**src/rtl/timer_pkg.sv**
```systemverilog
// rtl/timer_pkg.sv - shared FSM states, digit maxima and field-width helper for the mm:ss BCD timer
package timer_pkg;

    typedef enum logic [1:0] {
        ST_IDLE = 2'd0,
        ST_RUN  = 2'd1,
        ST_HOLD = 2'd2,
        ST_DONE = 2'd3
    } timer_state_e;

    localparam int SEC_LOW_MAX   = 9;
    localparam int SEC_HIGH_MAX  = 5;
    localparam int MIN_DIGIT_MAX = 9;

    localparam int SEC_LOW_W   = 4;
    localparam int SEC_HIGH_W  = 3;
    localparam int MIN_DIGIT_W = 4;

    // Width of a packed {minutes MS..LS, sec_high, sec_low} field.
    function automatic int field_width(input int min_digits);
        return MIN_DIGIT_W * min_digits + SEC_HIGH_W + SEC_LOW_W;
    endfunction

endpackage

```
**src/rtl/bcd_digit_counter.sv**
```systemverilog
// rtl/bcd_digit_counter.sv - one modulo-N digit with carry/borrow chaining and a clamped load
module bcd_digit_counter #(
    parameter int MODULUS = 10,
    parameter int WIDTH   = 4
) (
    input  logic             clk,
    input  logic             reset,
    input  logic             load,
    input  logic [WIDTH-1:0] load_digit,
    input  logic             carry_in,
    input  logic             borrow_in,
    output logic             carry_out,
    output logic             borrow_out,
    output logic [WIDTH-1:0] digit
);

    localparam logic [WIDTH-1:0] MAX = WIDTH'(MODULUS - 1);

    assign carry_out  = carry_in && (digit == MAX);
    assign borrow_out = borrow_in && (digit == '0);

    always_ff @(posedge clk) begin
        if (reset) begin
            digit <= '0;
        end else if (load) begin
            digit <= (load_digit > MAX) ? MAX : load_digit;
        end else if (carry_in) begin
            digit <= (digit == MAX) ? '0 : digit + 1'b1;
        end else if (borrow_in) begin
            digit <= (digit == '0) ? MAX : digit - 1'b1;
        end
    end

endmodule

```
**src/rtl/timer_mmss_bcd.sv**
```systemverilog
// rtl/timer_mmss_bcd.sv - mm:ss BCD up/down timer with run control; alarm output when TIMER_ALARM_EN is defined
module timer_mmss_bcd
    import timer_pkg::*;
#(
    parameter int MIN_DIGITS    = 2,
    parameter int STOP_AT_LIMIT = 1
) (
    input  logic                                clk,
    input  logic                                reset,
    input  logic                                enable,
    input  logic                                up_down,
    input  logic                                start,
    input  logic                                stop,
    input  logic                                load,
    input  logic [field_width(MIN_DIGITS)-1:0]  load_value,
    output logic [SEC_LOW_W-1:0]                sec_low_digit,
    output logic [SEC_HIGH_W-1:0]               sec_high_digit,
    output logic [MIN_DIGIT_W*MIN_DIGITS-1:0]   min_digits,
    output logic                                running,
    output logic                                done
`ifdef TIMER_ALARM_EN
    ,
    input  logic [field_width(MIN_DIGITS)-1:0]  alarm_value,
    output logic                                alarm
`endif
);

    localparam logic [SEC_LOW_W-1:0]   SL_MAX = SEC_LOW_W'(SEC_LOW_MAX);
    localparam logic [SEC_HIGH_W-1:0]  SH_MAX = SEC_HIGH_W'(SEC_HIGH_MAX);
    localparam logic [MIN_DIGIT_W-1:0] MD_MAX = MIN_DIGIT_W'(MIN_DIGIT_MAX);

    timer_state_e state;
    timer_state_e state_next;

    logic step_en;
    logic cnt_up;
    logic cnt_dn;
    logic fsm_done;
    logic wrap_done;
    logic sl_co;
    logic sl_bo;
    logic [MIN_DIGITS:0] m_co;
    logic [MIN_DIGITS:0] m_bo;
    logic min_all_max;
    logic min_all_zero;
    logic at_limit;
    logic near_limit;

    assign cnt_up = step_en && up_down;
    assign cnt_dn = step_en && !up_down;

    bcd_digit_counter #(.MODULUS(SEC_LOW_MAX + 1), .WIDTH(SEC_LOW_W)) u_sec_low (
        .clk        (clk),
        .reset      (reset),
        .load       (load),
        .load_digit (load_value[SEC_LOW_W-1:0]),
        .carry_in   (cnt_up),
        .borrow_in  (cnt_dn),
        .carry_out  (sl_co),
        .borrow_out (sl_bo),
        .digit      (sec_low_digit)
    );

    bcd_digit_counter #(.MODULUS(SEC_HIGH_MAX + 1), .WIDTH(SEC_HIGH_W)) u_sec_high (
        .clk        (clk),
        .reset      (reset),
        .load       (load),
        .load_digit (load_value[SEC_LOW_W +: SEC_HIGH_W]),
        .carry_in   (sl_co),
        .borrow_in  (sl_bo),
        .carry_out  (m_co[0]),
        .borrow_out (m_bo[0]),
        .digit      (sec_high_digit)
    );

    for (genvar i = 0; i < MIN_DIGITS; i++) begin : g_min
        bcd_digit_counter #(.MODULUS(MIN_DIGIT_MAX + 1), .WIDTH(MIN_DIGIT_W)) u_min (
            .clk        (clk),
            .reset      (reset),
            .load       (load),
            .load_digit (load_value[SEC_LOW_W + SEC_HIGH_W + MIN_DIGIT_W*i +: MIN_DIGIT_W]),
            .carry_in   (m_co[i]),
            .borrow_in  (m_bo[i]),
            .carry_out  (m_co[i+1]),
            .borrow_out (m_bo[i+1]),
            .digit      (min_digits[MIN_DIGIT_W*i +: MIN_DIGIT_W])
        );
    end

    // A carry or borrow leaving the top minute digit is a wrap through the limit.
    assign wrap_done = (STOP_AT_LIMIT == 0) && (m_co[MIN_DIGITS] || m_bo[MIN_DIGITS]);

    always_comb begin
        min_all_max  = 1'b1;
        min_all_zero = 1'b1;
        for (int i = 0; i < MIN_DIGITS; i++) begin
            if (min_digits[MIN_DIGIT_W*i +: MIN_DIGIT_W] != MD_MAX) min_all_max = 1'b0;
            if (min_digits[MIN_DIGIT_W*i +: MIN_DIGIT_W] != '0)     min_all_zero = 1'b0;
        end
        if (up_down) begin
            at_limit   = min_all_max && (sec_high_digit == SH_MAX) && (sec_low_digit == SL_MAX);
            near_limit = min_all_max && (sec_high_digit == SH_MAX) && (sec_low_digit == SL_MAX - 1'b1);
        end else begin
            at_limit   = min_all_zero && (sec_high_digit == '0) && (sec_low_digit == '0);
            near_limit = min_all_zero && (sec_high_digit == '0) && (sec_low_digit == SEC_LOW_W'(1));
        end
    end

    always_comb begin
        state_next = state;
        step_en    = 1'b0;
        fsm_done   = 1'b0;
        if (load) begin
            state_next = ST_IDLE;
        end else begin
            unique case (state)
                ST_IDLE, ST_HOLD: begin
                    if (start && !stop) state_next = ST_RUN;
                end
                ST_RUN: begin
                    // A stop strobe outranks the tick arriving in the same cycle.
                    if (stop) begin
                        state_next = ST_HOLD;
                    end else if (enable) begin
                        if (STOP_AT_LIMIT != 0 && at_limit) begin
                            fsm_done   = 1'b1;
                            state_next = ST_DONE;
                        end else begin
                            step_en = 1'b1;
                            if (STOP_AT_LIMIT != 0 && near_limit) begin
                                fsm_done   = 1'b1;
                                state_next = ST_DONE;
                            end
                        end
                    end
                end
                ST_DONE: begin
                    state_next = ST_DONE;
                end
                default: state_next = ST_IDLE;
            endcase
        end
    end

    always_ff @(posedge clk) begin
        if (reset) begin
            state <= ST_IDLE;
            done  <= 1'b0;
        end else begin
            state <= state_next;
            done  <= fsm_done || wrap_done;
        end
    end

    assign running = (state == ST_RUN);

`ifdef TIMER_ALARM_EN
    // Only a count that moved by a tick may raise the alarm, never a load.
    logic stepped_q;

    always_ff @(posedge clk) begin
        if (reset) begin
            stepped_q <= 1'b0;
        end else begin
            stepped_q <= step_en;
        end
    end

    assign alarm = stepped_q && ({min_digits, sec_high_digit, sec_low_digit} == alarm_value);
`endif

endmodule

```
**config.mk**
```make
export PLATFORM = sky130hd
export DESIGN_NAME = timer_mmss_bcd
export DESIGN_NICKNAME = d
export VERILOG_FILES = /design/src/rtl/timer_pkg.sv /design/src/rtl/bcd_digit_counter.sv /design/src/rtl/timer_mmss_bcd.sv
export SDC_FILE = /design/constraint.sdc
export NUM_CORES = 1
export LEC_CHECK = 0
export BUFFER_PORTS_ARGS = -buffer_cell sky130_fd_sc_hd__buf_2
export CAP_MARGIN = 10
export CELL_PAD_IN_SITES_DETAIL_PLACEMENT = 1
export CELL_PAD_IN_SITES_GLOBAL_PLACEMENT = 1
export CORE_MARGIN = 2
export CORE_UTILIZATION = 42
export CTS_CLUSTER_SIZE = 16
export DETAILED_ROUTE_END_ITERATION = 10
export PLACE_DENSITY_LB_ADDON = 0.1
export SLEW_MARGIN = 20
export SYNTH_ARGS = -nofsm -noshare
export SYNTH_HDL_FRONTEND = slang
export SYNTH_HIERARCHICAL = 1
export SYNTH_SLANG_ARGS = --single-unit
```
**constraint.sdc**
```tcl
create_clock -name clk -period 8.25 [get_ports clk]
set_clock_uncertainty 0.05 [all_clocks]
set_input_delay 0.4125 -clock clk [delete_from_list [all_inputs] [get_ports clk]]
set_output_delay 0.4125 -clock clk [all_outputs]
set_load 0.1 [all_outputs]
```
Word level (Yosys, flattened, before mapping)
Cells that the tools add are included.
{"block": "totals", "ram_bits": 0, "latch_bits": 0, "mem_bits_ro": 0, "elab_cells": 109, "output_inout_bits": 17, "reg_bits": 18, "memories": 0, "inputBits": 22}
{"block": "op_classes", "mux": 43, "n_reduce_logical": 32, "multipliers": 0, "n_eq_ne": 14, "n_addsub": 8, "shifts": 0, "div_mod_pow": 0, "magnitude_cmp": 4, "n_bitwise": 2}
{"operator": "$mux W4", "n": 18}
{"operator": "$mux W3", "n": 6}
{"operator": "$eq A4 B4 Y1 const B", "n": 4}
{"operator": "$logic_and A1 B1 Y1", "n": 15}
{"operator": "$mux W1", "n": 13}
{"operator": "$add A4 B1 Y4 const B", "n": 3}
{"operator": "$gt A4 B4 Y1 const B", "n": 3}
{"operator": "$logic_not A4 Y1", "n": 3}
{"operator": "$reduce_bool A3 Y1", "n": 4}
{"operator": "$sub A4 B1 Y4 const B", "n": 3}
{"operator": "$mux W2", "n": 5}
{"operator": "$ne A4 B4 Y1 const B", "n": 2}
{"operator": "$reduce_bool A4 Y1", "n": 2}
{"operator": "$pmux W2 S3", "n": 1}
{"operator": "$reduce_or A5 Y1", "n": 1}
{"operator": "$eq A2 B2 Y1 const B", "n": 2}
{"operator": "$eq A4 B1 Y1 const B", "n": 1}
{"operator": "$ne A4 B2 Y1 const B", "n": 1}
{"operator": "$reduce_or A2 Y1", "n": 2}
{"operator": "$add A3 B1 Y3 const B", "n": 1}
{"operator": "$eq A3 B3 Y1 const B", "n": 1}
{"operator": "$gt A3 B3 Y1 const B", "n": 1}
{"operator": "$logic_not A3 Y1", "n": 1}
{"operator": "$ne A3 B3 Y1 const B", "n": 1}
{"operator": "other kinds (7)", "n": 9}

Logic depth before layout (Yosys ltp)
{"block": "depth", "ltp_word": 18, "mapped_depth": 17}

Modules after synthesis
Netlist, hierarchy kept.
{"module": "bcd_digit_counter at g_min[0].u_min ...", "cells_each": 48, "instances": 3, "area_each_um2": 386.6}
{"module": "bcd_digit_counter at u_sec_high", "cells_each": 29, "instances": 1, "area_each_um2": 257.7}
{"module": "timer_mmss_bcd", "cells_each": 31, "instances": 1, "area_each_um2": 251.5}

Worst setup path after synthesis
Ideal clock, no wire load.
{"block": "synth_path", "path_kind": "register to register", "startpoint": "register state[0]", "endpoint": "register g_min[1].u_min.digit[2]", "synth_period_minus_slack_ps": 5281, "stages_incl_launch_ff": 18, "arrival_ps": 5113, "setup_slack_ps": 2969, "cell_sequence": "dfxtp_1 > nor2b_1 > and2_1 > nand2_1 > nor4b_1 > buf_2 > nand2_1 > nor3_1 > nand2_1 > nor3b_1 > buf_2 > nand2_1 > nor3_1 > buf_2 > nand4_1 > o211ai_1 > o22ai_1 > a32o_1"}
{"block": "synth_via", "elab_chain_len": 9, "word_cells_on_any_way": 14, "classes_between": "1 x eq/ne; 4 x mux; 9 x reduce/logical"}
{"item": "from (decl)", "line_no": "timer_mmss_bcd.sv:32", "text": "timer_state_e state;"}
{"item": "from (signal assigned)", "line_no": "timer_mmss_bcd.sv:150", "text": "state <= state_next;"}
{"item": "$eq A2 B1 Y1 (*)"}
{"item": "net running", "line_no": "timer_mmss_bcd.sv:19", "text": "output logic running,"}
{"item": "$mux W1 (*)", "line_no": "timer_mmss_bcd.sv:116", "text": "unique case (state)"}
{"item": "$mux W1 (*)", "line_no": "timer_mmss_bcd.sv:113", "text": "if (load) begin"}
{"item": "$logic_and A1 B1 Y1 (*)", "line_no": "timer_mmss_bcd.sv:49", "text": "assign cnt_up = step_en && up_down;"}
{"item": "net cnt_up", "line_no": "timer_mmss_bcd.sv:36", "text": "logic cnt_up;"}
{"item": "$logic_and A1 B1 Y1 (*)", "line_no": "bcd_digit_counter.sv:19", "text": "assign carry_out = carry_in && (digit == MAX);"}
{"item": "net sl_co", "line_no": "timer_mmss_bcd.sv:40", "text": "logic sl_co;"}
{"item": "$logic_and A1 B1 Y1 (*)", "line_no": "bcd_digit_counter.sv:19"}
{"item": "net m_co[0]", "line_no": "timer_mmss_bcd.sv:42", "text": "logic [MIN_DIGITS:0] m_co;"}
{"item": "$logic_and A1 B1 Y1 (*)", "line_no": "bcd_digit_counter.sv:19"}
{"item": "net m_co[1]", "line_no": "timer_mmss_bcd.sv:42"}
{"item": "$mux W4", "line_no": "bcd_digit_counter.sv:27", "text": "end else if (carry_in) begin"}
{"item": "$mux W4", "line_no": "bcd_digit_counter.sv:25", "text": "end else if (load) begin"}
{"item": "to (signal assigned)", "line_no": "bcd_digit_counter.sv:26", "text": "digit <= (load_digit > MAX) ? MAX : load_digit;"}
{"item": "to (signal assigned)", "line_no": "bcd_digit_counter.sv:28", "text": "digit <= (digit == MAX) ? '0 : digit + 1'b1;"}
{"item": "to (signal assigned)", "line_no": "bcd_digit_counter.sv:30", "text": "digit <= (digit == '0) ? MAX : digit - 1'b1;"}
{"item": "to (decl)", "line_no": "bcd_digit_counter.sv:14", "text": "output logic [WIDTH-1:0] digit"}
Mark *: on every way through the listed nets, which the timed path passes. The rest lies on a longest branch.
A chain may end at the register's enable or synchronous reset.

Worst setup path in the final report
{"block": "layout_path", "startpoint": "register g_min[1].u_min.digit[0]", "endpoint": "register g_min[1].u_min.digit[2]"}
{"block": "layout_via", "elab_chain_len": 16, "word_cells_on_any_way": 32, "classes_between": "2 x add/sub; 2 x eq/ne; 13 x mux; 15 x reduce/logical"}
{"item": "$ne A4 B4 Y1 or $reduce_bool A4 Y1 (tied branches)", "line_no": "timer_mmss_bcd.sv:97, timer_mmss_bcd.sv:98"}
{"item": "$mux W1, on equally long branches", "line_no": "timer_mmss_bcd.sv:97, timer_mmss_bcd.sv:98"}
{"item": "$logic_and A1 B1 Y1, on equally long branches (2 in series)", "line_no": "timer_mmss_bcd.sv:101, timer_mmss_bcd.sv:104"}
{"item": "$mux W1 (*)", "line_no": "timer_mmss_bcd.sv:100", "text": "if (up_down) begin"}
{"item": "$mux W1 (*)", "line_no": "timer_mmss_bcd.sv:125", "text": "if (STOP_AT_LIMIT != 0 && at_limit) begin"}
{"item": "$mux W1 (*)", "line_no": "timer_mmss_bcd.sv:124", "text": "end else if (enable) begin"}
{"item": "$mux W1 (*)", "line_no": "timer_mmss_bcd.sv:122", "text": "if (stop) begin"}
{"item": "$mux W1 (*)", "line_no": "timer_mmss_bcd.sv:116"}
{"item": "(+2 left out)"}
{"item": "net cnt_up", "line_no": "timer_mmss_bcd.sv:36"}
{"item": "$logic_and A1 B1 Y1 (*)", "line_no": "bcd_digit_counter.sv:19"}
{"item": "net sl_co", "line_no": "timer_mmss_bcd.sv:40"}
{"item": "$logic_and A1 B1 Y1 (*)", "line_no": "bcd_digit_counter.sv:19"}
{"item": "net m_co[0]", "line_no": "timer_mmss_bcd.sv:42"}
{"item": "$logic_and A1 B1 Y1 (*)", "line_no": "bcd_digit_counter.sv:19"}
{"item": "net m_co[1]", "line_no": "timer_mmss_bcd.sv:42"}
{"item": "$mux W4", "line_no": "bcd_digit_counter.sv:27"}
{"item": "$mux W4", "line_no": "bcd_digit_counter.sv:25"}
Mark *: on every way through the listed nets, which the timed path passes. The rest lies on a longest branch. The select of a mux whose other input is x is not followed.

==> metrics.cfg <==
[clocking]
hold_buffers = 0
cts_resized = 0
cts_root_buffer = clkbuf_8
clock_path_buffers = 2
cts_htree_levels = 1
cts_setup_buffers = 0
cts_sinks = 18
cts_buffers = 3
path_clk_slew_ns = 0.08
cts_tree = yes
clk_latency_ns = 0.26

[place]
dp_hpwl_mm = 3.48
io_buffers = 38
place_congestion = 0.826
pre_cts_slack_ns = 3.03
placed_area_mm2 = 0.00178

[grt]
antenna_found_initial = 0
grt_pass1_wl_mm = 7.77
grt_max_degree = 38
grt_util_all_layers = 0.227
overflow = 0
grt_pass1_vias = 1664

[detailed_routing]
drc = 0
ant_nets = 0
drt-pass1-iter-count = 4
dr.first_iter.drc_count = 65
via_per_inst = 5.96
wl_mm = 4.70
wl_per_cell_um = 17.0
via_count = 1645

[sta]
rsz0062_at_grt = no
period_minus_slack_ns = 4.93
setup_tns_ns = 0
period_share = 0.598
worstMarginPinSlew_ns = 1.01
maxSlewViolCount = 0
finalSetupViolations = 0
fmax_mhz = 203
relSlewSlack = 0.323
finalHoldViolations = 0
finalWorstSetupSlack_ns = 3.32

[critical_path]
reg2reg_from = g_min[1].u_min/digit[0]
reg2reg_slack_ns = 3.32
cp_max_fo = 14
end_kind = flip-flop
path_class = flip-flop to flip-flop
critPathRequiredTime_ns = 8.34
crit_arrival_ns = 5.03
rr_endpoint = g_min[1].u_min/digit[2]
cp-start-kind = flip-flop
worstRegToRegCells = 15

[status]
outcome = complete, no violations

[floorplan]
fp.dieW_um = 66.9
dieArea_mm2 = 0.00447
die_h_um = 66.9
rows = 22
initial_core_util = 0.446
coreArea_mm2 = 0.00372
pin_count = 39

[flow_run]
drv_cap = 0

[yosys]
syn_nets = 224
syn_inst = 202
synthesis.area_mm2 = 0.00166
synth_area_per_cell_um2 = 8.21
yosysWarnings = 6

[pwr]
power_density_mw_per_mm2 = 144
leakage_nw = 0.673
ir_drop_mv = 0.0492

[worst_hold_path]
hold_class = input port to flip-flop
holdCritStartpoint = load_value[9]
whs_endpoint = g_min[0].u_min/digit[2]
holdPathStages = 2

[final_layout]
fin_area_mm2 = 0.00184
final_util = 0.495
insertedDiodeCount = 0
syn2layout_area_growth_pct = 10.9
nets = 251
drive_above_1_share = 0.254
layout_commonest_cell = buf_2
most-common-layout-cells = 38 x buf_2, 18 x dfxtp_1, 16 x nor3_1

metrics by stage:
step | hold slack (ns) | power [mW] | cells
final | 0.374 | 0.265 | 276
after global routing | 0.373 | 0.281 | 276
after CTS | 0.373 | 0.268 | 276
after detailed placement | 0.510 | 0.192 | 272
after global placement | 0.433 | 0.190 | 272
after floorplan | 0.415 | 0.178 | 202
flip-flops by register name, indices dropped and copies added (netlist names):
register           cells
state                  2
u_sec_high/digit       3
g_min.u_min/digit      8
done                   1
u_sec_low/digit        4
how the worst max path moves through the flow:
stage,start,to,cells after the start
detailed placement,g_min[1].u_min/digit[0],g_min[1].u_min/digit[2],15
finish,g_min[1].u_min/digit[0],g_min[1].u_min/digit[2],15
global placement,g_min[0].u_min/digit[0],g_min[1].u_min/digit[2],15
global route,g_min[0].u_min/digit[0],g_min[1].u_min/digit[2],15
CTS,g_min[0].u_min/digit[0],g_min[1].u_min/digit[2],15
floorplan,state[0],g_min[1].u_min/digit[2],17
routing by layer:
layer | part of all wire | wire, µm | global-route usage
met4 | 0.0096 | 45 | 0.0638
met3 | 0.027 | 126 | 0.0270
met5 | 0 | 0 | 0
met1 | 0.44 | 2060 | 0.268
met2 | 0.53 | 2470 | 0.424
area by class of cell:
cell class / count / area [µm²]
inverter: 12 / 45.0
multi-input combinational: 155 / 1120
timing repair buffer: 39 / 198
clock buffer: 4 / 55.1
tap: 48 / 60.1
fill: 472 / 1880
sequential: 18 / 360
report_power, final:
part           switching (mW)  total, mW  internal, mW  leakage [nW]
combinational          0.0609     0.0861        0.0252         0.496
clock                  0.0321     0.0746        0.0424        0.0288
sequential             0.0129      0.105        0.0917         0.148
critical path, cell delays in order, from the launching register on:
cell	delay [ns]
dfxtp_1	0.62
or4_4	0.23
nor3_1	0.05
o21ba_1	0.21
nor4b_2	0.87
nand2_1	0.15
nor3_1	0.58
nand2_1	0.19
nor3b_1	0.23
buf_4	0.22
nand2_1	0.10
nor3_2	0.60
nand4_1	0.22
o211ai_1	0.14
o22ai_1	0.12
a32o_1	0.25
No activity file was read; power rests on OpenSTA's default activity.
